[src/rtl/nibble_serial_subtractor_pkg.sv]
// nibble_serial_subtractor_pkg: nibble width and FSM state encoding shared by the serial subtractor files
package nibble_serial_subtractor_pkg;
  localparam int NIBBLE_W = 4;
  typedef enum logic [1:0] {IDLE = 2'd0, RUN = 2'd1, DONE = 2'd2} state_t;
endpackage

[src/rtl/nibble_serial_subtractor_if.sv]
// nibble_serial_subtractor_if: start/done bus; master drives start,a,b,bin and receives busy,done,diff,bout,ovf
interface nibble_serial_subtractor_if #(parameter int WIDTH = 16);
  logic start;
  logic [WIDTH-1:0] a;
  logic [WIDTH-1:0] b;
  logic bin;
  logic busy;
  logic done;
  logic [WIDTH-1:0] diff;
  logic bout;
  logic ovf;
  modport master (output start, a, b, bin, input busy, done, diff, bout, ovf);
  modport slave (input start, a, b, bin, output busy, done, diff, bout, ovf);
endinterface

[src/rtl/nibble_serial_subtractor_sub4bit.sv]
// nibble_serial_subtractor_sub4bit: combinational a-b-bin over one nibble via four rippled full subtractors; ports a,b,bin in, diff,bout out
module nibble_serial_subtractor_sub4bit
  import nibble_serial_subtractor_pkg::*;
(
  input  logic [NIBBLE_W-1:0] a,
  input  logic [NIBBLE_W-1:0] b,
  input  logic                bin,
  output logic [NIBBLE_W-1:0] diff,
  output logic                bout
);
  logic [NIBBLE_W:0] c;
  assign c[0] = bin;
  for (genvar i = 0; i < NIBBLE_W; i++) begin : g_cell
    assign diff[i] = a[i] ^ b[i] ^ c[i];
    assign c[i+1] = (~a[i] & b[i]) | (~(a[i] ^ b[i]) & c[i]);
  end
  assign bout = c[NIBBLE_W];
endmodule

[src/rtl/nibble_serial_subtractor.sv]
// nibble_serial_subtractor: diff = a - b - bin one nibble per clock, LSB first; ports clk, reset (async high), bus (slave modport)
module nibble_serial_subtractor
  import nibble_serial_subtractor_pkg::*;
#(
  parameter int WIDTH = 16
) (
  input logic clk,
  input logic reset,
  nibble_serial_subtractor_if.slave bus
);
  localparam int N = WIDTH / NIBBLE_W;
  localparam int CW = N > 1 ? $clog2(N) : 1;
  state_t state;
  logic [CW-1:0] cnt;
  logic [WIDTH-1:0] a_r, b_r, work, work_nx;
  logic brw;
  logic [NIBBLE_W-1:0] na, nb, nd;
  logic nbo;
  assign na = a_r[NIBBLE_W*cnt +: NIBBLE_W];
  assign nb = b_r[NIBBLE_W*cnt +: NIBBLE_W];
  nibble_serial_subtractor_sub4bit u_slice (.a(na), .b(nb), .bin(brw), .diff(nd), .bout(nbo));
  always_comb begin
    work_nx = work;
    work_nx[NIBBLE_W*cnt +: NIBBLE_W] = nd;
  end
  always_ff @(posedge clk or posedge reset) begin
    if (reset) begin
      state <= IDLE;
      cnt <= '0;
      a_r <= '0;
      b_r <= '0;
      work <= '0;
      brw <= 1'b0;
      bus.busy <= 1'b0;
      bus.done <= 1'b0;
      bus.diff <= '0;
      bus.bout <= 1'b0;
      bus.ovf <= 1'b0;
    end else begin
      case (state)
        IDLE: begin
          bus.done <= 1'b0;
          if (bus.start) begin
            a_r <= bus.a;
            b_r <= bus.b;
            brw <= bus.bin;
            cnt <= '0;
            bus.busy <= 1'b1;
            state <= RUN;
          end
        end
        RUN: begin
          work <= work_nx;
          brw <= nbo;
          cnt <= cnt + 1'b1;
          if (cnt == CW'(N - 1)) begin
            bus.diff <= work_nx;
            bus.bout <= nbo;
            bus.ovf <= (a_r[WIDTH-1] != b_r[WIDTH-1]) && (work_nx[WIDTH-1] != a_r[WIDTH-1]);
            bus.done <= 1'b1;
            state <= DONE;
          end
        end
        DONE: begin
          bus.done <= 1'b0;
          bus.busy <= 1'b0;
          state <= IDLE;
        end
        default: state <= IDLE;
      endcase
    end
  end
endmodule

[src/flat_wrapper.sv]
// flat-port wrapper written by rule: the top's interface ports become plain ports
module nibble_serial_subtractor_flat import nibble_serial_subtractor_pkg::*;
#(
  parameter int WIDTH = 16
)
  (clk, reset, bus_start, bus_a, bus_b, bus_bin, bus_busy, bus_done, bus_diff, bus_bout, bus_ovf);
  nibble_serial_subtractor_if #(.WIDTH(WIDTH)) bus_i ();
  input logic clk;
  input logic reset;
  input wire logic [$bits(bus_i.start)-1:0] bus_start;
  input wire logic [$bits(bus_i.a)-1:0] bus_a;
  input wire logic [$bits(bus_i.b)-1:0] bus_b;
  input wire logic [$bits(bus_i.bin)-1:0] bus_bin;
  output wire logic [$bits(bus_i.busy)-1:0] bus_busy;
  output wire logic [$bits(bus_i.done)-1:0] bus_done;
  output wire logic [$bits(bus_i.diff)-1:0] bus_diff;
  output wire logic [$bits(bus_i.bout)-1:0] bus_bout;
  output wire logic [$bits(bus_i.ovf)-1:0] bus_ovf;
  assign bus_i.start = bus_start;
  assign bus_i.a = bus_a;
  assign bus_i.b = bus_b;
  assign bus_i.bin = bus_bin;
  assign bus_busy = bus_i.busy;
  assign bus_done = bus_i.done;
  assign bus_diff = bus_i.diff;
  assign bus_bout = bus_i.bout;
  assign bus_ovf = bus_i.ovf;
  nibble_serial_subtractor #(.WIDTH(WIDTH)) u_core (.clk(clk), .reset(reset), .bus(bus_i));
endmodule
[config.mk]
export PLATFORM = sky130hd
export DESIGN_NAME = nibble_serial_subtractor_flat
export DESIGN_NICKNAME = d
export VERILOG_FILES = /design/src/rtl/nibble_serial_subtractor_pkg.sv /design/src/rtl/nibble_serial_subtractor_if.sv /design/src/rtl/nibble_serial_subtractor_sub4bit.sv /design/src/rtl/nibble_serial_subtractor.sv /design/src/flat_wrapper.sv
export SDC_FILE = /design/constraint.sdc
export NUM_CORES = 1
export LEC_CHECK = 0
export BUFFER_PORTS_ARGS = -buffer_cell sky130_fd_sc_hd__clkbuf_2
export CAP_MARGIN = 20
export CORE_ASPECT_RATIO = 1.2
export CORE_UTILIZATION = 55
export CTS_CLUSTER_SIZE = 20
export DETAILED_ROUTE_END_ITERATION = 16
export PLACE_DENSITY = 0.79
export SLEW_MARGIN = 10
export SYNTH_ARGS = -nofsm -noshare
export SYNTH_HDL_FRONTEND = slang
export SYNTH_SLANG_ARGS = --single-unit
[constraint.sdc]
create_clock -name clk -period 4.3 [get_ports clk]
set_input_delay 0.215 -clock clk [delete_from_list [all_inputs] [get_ports clk]]
set_output_delay 0.215 -clock clk [all_outputs]
set_load 0.02 [all_outputs]
==> summary.md <==
| Metric | Value |
|---|---|
| Clk Latency, worst-skew pair | ~0.36 ns |
| Clk slew on worst S/H paths | 0.07 ns |
| Fin cells | ~410 |
| CP max FO | 10 |
| Nets | roughly 370 |
| Synth top area cells | dfrtp_1 54%, mux2_2 11%, mux4_2 5.3%, nor2b_1 3.3%, a21oi_1 2.7% |
| Mapped Nets | 313 |
| Peak Freq | 0.308 GHz |
| Routability cong. | 0.866 |
| Placed cell areas | about 3700 um2 |
| Cell Count Post-Placement | between 300 and 400 |
| Die Ht | ~88 um |
| Row count | 30 |
| Synth area leader | dfrtp_1 |
| Top Ports | 56 |
| Setup TNS | 0 ns |
| Area grow syn2layout | 14.9% |
| Buf/Inv on CP | 4 |
| Via count | between 2k and 2.5k |
| Max-Cap Viols | 0 |
| Crit path required time | around 4.6 ns |
| Routed Antenna Nets | 0 |
| CTS buffer count | 9 |
| Pin count of the biggest net entering global routing | 42 |
| Port Buffers | 55 |
| Number of global-route vias before repair | roughly 2.3k |
| Post-synthesis sequential area ratio | 0.542 |
| Critical path class | register to register |
| Cell count after synthesis | approximately 270 |
| RSZ-0062 raised after global routing | no |
| Status | finished, final reports clean |
| Final worst slack | ~1.1 ns |
| Pre-CTS setup slack | 1.03 ns |
| Grt ovf | 0 |
| Post-Syn Area | between 3000 and 4000 um2 |
| CTS Buffer Depth | 2 |
| YS warnings | 0 |
| Clock root cell | clkbuf_8 |
| Die area | 6450 um2 |
| Final setup violation count | 0 |
| Antenna violations before repair | 0 |
| Worst path slowest cell | dfrtp_1 |
| Router iterations before antenna repair | 4 |
| Pleak | about 1.8 nW |
| Crit start category | register |
| Drt drc | 0 |
| CP top delay family | adder cells |
| CTS Sinks | 73 |
| Number of H-tree levels | 3 |
| Ant diodes | 0 |
| Worst rel slew slack | 0.552 |
| Core Footprint | approximately 5800 um2 |
| Critical path endpoint category | register |
| FF+latch count, synth | between 70 and 80 |
| DR iter-0 viols | roughly 110 |
| Tightest Pin Transition | about 0.67 ns |
| Cell Pwr Density | approximately 870 nW/um2 |
| Critical Path Max Stage Delay | 0.57 ns |
| Final HPWL DP | about 4500 um |
| GRT Total Usage | 0.233 |
| Tightest hold margin | slightly below 0.09 ns |
| Final Hold Vio Count | 0 |
| Area share of the largest cell type after synthesis | 0.542 |
| Crit path time final | between 3 and 4 ns |
| Design Area, Final | 3870 um2 |
| Period utilization | 0.755 |
| Syn_area_per_cell | 12.6 um2 |
| Worst Hold Class | input port to register |
| Worst path cell trace | mux4_2, inv_1, fa_1, inv_1, fa_1, fa_1, inv_1, fa_1, inv_1, a21oi_1, o21ai_0 |
| Crit path DAT | roughly 3.5 ns |
| Global-route wire length before repair | roughly 11,000 um |
| Post-DR vias/cell | between 5 and 6 |
| Slew Viols, Final | 0 |
| Worst clock skew | between 0.008 and 0.009 ns |
| Share of cells above drive strength 1 | 0.370 |
| Starting Density | 0.584 |
| CTS tree | yes |
| Die Width | 73.5 um |
| Synth cell types | 34 |
| DRT Wirelength | roughly 6400 um |
| Routed len/inst | about 16 um |
| Maximum vdd drop | between 500 and 600 uV |
-- logic make-up (layout without fill, tap and decap cells) --
group,count (synthesis),count (layout),synth area share
AO/OA/AOI/OAI,55,55,0.106
buffers and inverters,30,90,0.0441
adder cells (fa/ha/maj),10,10,0.0460
multiplexers,42,42,0.167
AND/OR/NAND/NOR,57,57,0.0953
flip-flops,73,73,0.542
-- layout by cell type, fill, tap and decap left out, drive strengths merged, types with 7 or more instances in the layout --
master | Yosys | routed
nor2b | 18 | 18
mux2 | 33 | 33
a22o | 7 | 7
dfrtp | 73 | 73
clkbuf | 5 | 68
o21ai | 18 | 18
nand2 | 24 | 24
a32o | 8 | 8
inv | 13 | 13
a21oi | 18 | 18
mux4 | 8 | 8
-- cell usage after synthesis --
cell / count
a2111o_1: 1
a21oi_1: 18
a221o_1: 1
a22o_1: 6
a22o_2: 1
a32o_1: 8
and4b_2: 1
and4bb_1: 1
and4bb_2: 2
buf_2: 6
buf_4: 5
buf_6: 1
clkbuf_1: 3
clkbuf_2: 2
dfrtp_1: 73
fa_1: 4
ha_1: 6
inv_1: 13
mux2_2: 33
mux2i_1: 1
mux4_2: 8
nand2_1: 24
nand2b_1: 2
nand3_1: 1
nand3b_1: 1
nand4_1: 1
nor2_1: 2
nor2b_1: 18
nor3b_1: 2
nor4bb_1: 1
o21ai_0: 18
o21bai_1: 1
o31ai_1: 1
or3_1: 1
-- per-layer routing --
layer | vias to the layer above | track usage | routed length, um | share of wire
li1 | 1058 | - | - | -
met1 | 1092 | 0.294 | 2780 | 0.44
met2 | 65 | 0.371 | 3120 | 0.49
met3 | 13 | 0.0621 | 309 | 0.049
met4 | 0 | 0.115 | 145 | 0.023
met5 | - | 0 | 0 | 0
-- worst paths after layout --
kind,from,endpoint,slack (ns),cells after the start
hold reg to reg,u_core.bus.diff[12],u_core.bus.diff[12],0.48,2
hold / removal,bus_a[5],u_core.a_r[5],0.09,2
setup reg to reg,u_core.cnt[0],u_core.work[15],1.05,11
min in group asynchronous,reset,u_core.a_r[6],0.49,3
max in group asynchronous,reset,u_core.bus.busy,2.84,4
setup / recovery,u_core.cnt[0],u_core.work[15],1.05,11
-- registers in the layout, summed over array words and instances (netlist names) --
register,count
u_core.state,2
u_core.bus.done,1
u_core.brw,1
u_core.bus.diff,16
u_core.bus.busy,1
u_core.b_r,16
u_core.cnt,2
u_core.bus.ovf,1
u_core.a_r,16
u_core.bus.bout,1
u_core.work,16
-- repair_timing --
| action | in CTS | in global routing |
|---|---|---|
| setup buffers | 0 | 0 |
| resized for setup | 0 | 0 |
| hold buffers | 1 | 0 |
| endpoints found under the hold margin | 32 | 0 |
-- where the power goes --
group / internal (mW) / switching, mW / total [mW]
Sequential: 0.992 / 0.212 / 1.20
Clock: 0.238 / 0.242 / 0.481
Combinational: 0.714 / 0.956 / 1.67
Total: 1.94 / 1.41 / 3.36
-- layout make-up --
cell class | instances | area (um2)
multi-input combinational | 164 | 1400
sequential | 73 | 1830
timing repair buffer | 61 | 323
fill | 476 | 1910
tap | 80 | 100
clock buffer | 13 | 159
clock inverter | 3 | 15.0
inverter | 13 | 48.8
-- through the flow --
step	total power, mW	util
floorplan	2.42	-
global placement	2.83	0.637
detailed placement	2.89	0.637
CTS	3.37	0.669
global route	3.60	0.670
finish	3.36	0.670
Power figures use the tool's default switching activity.
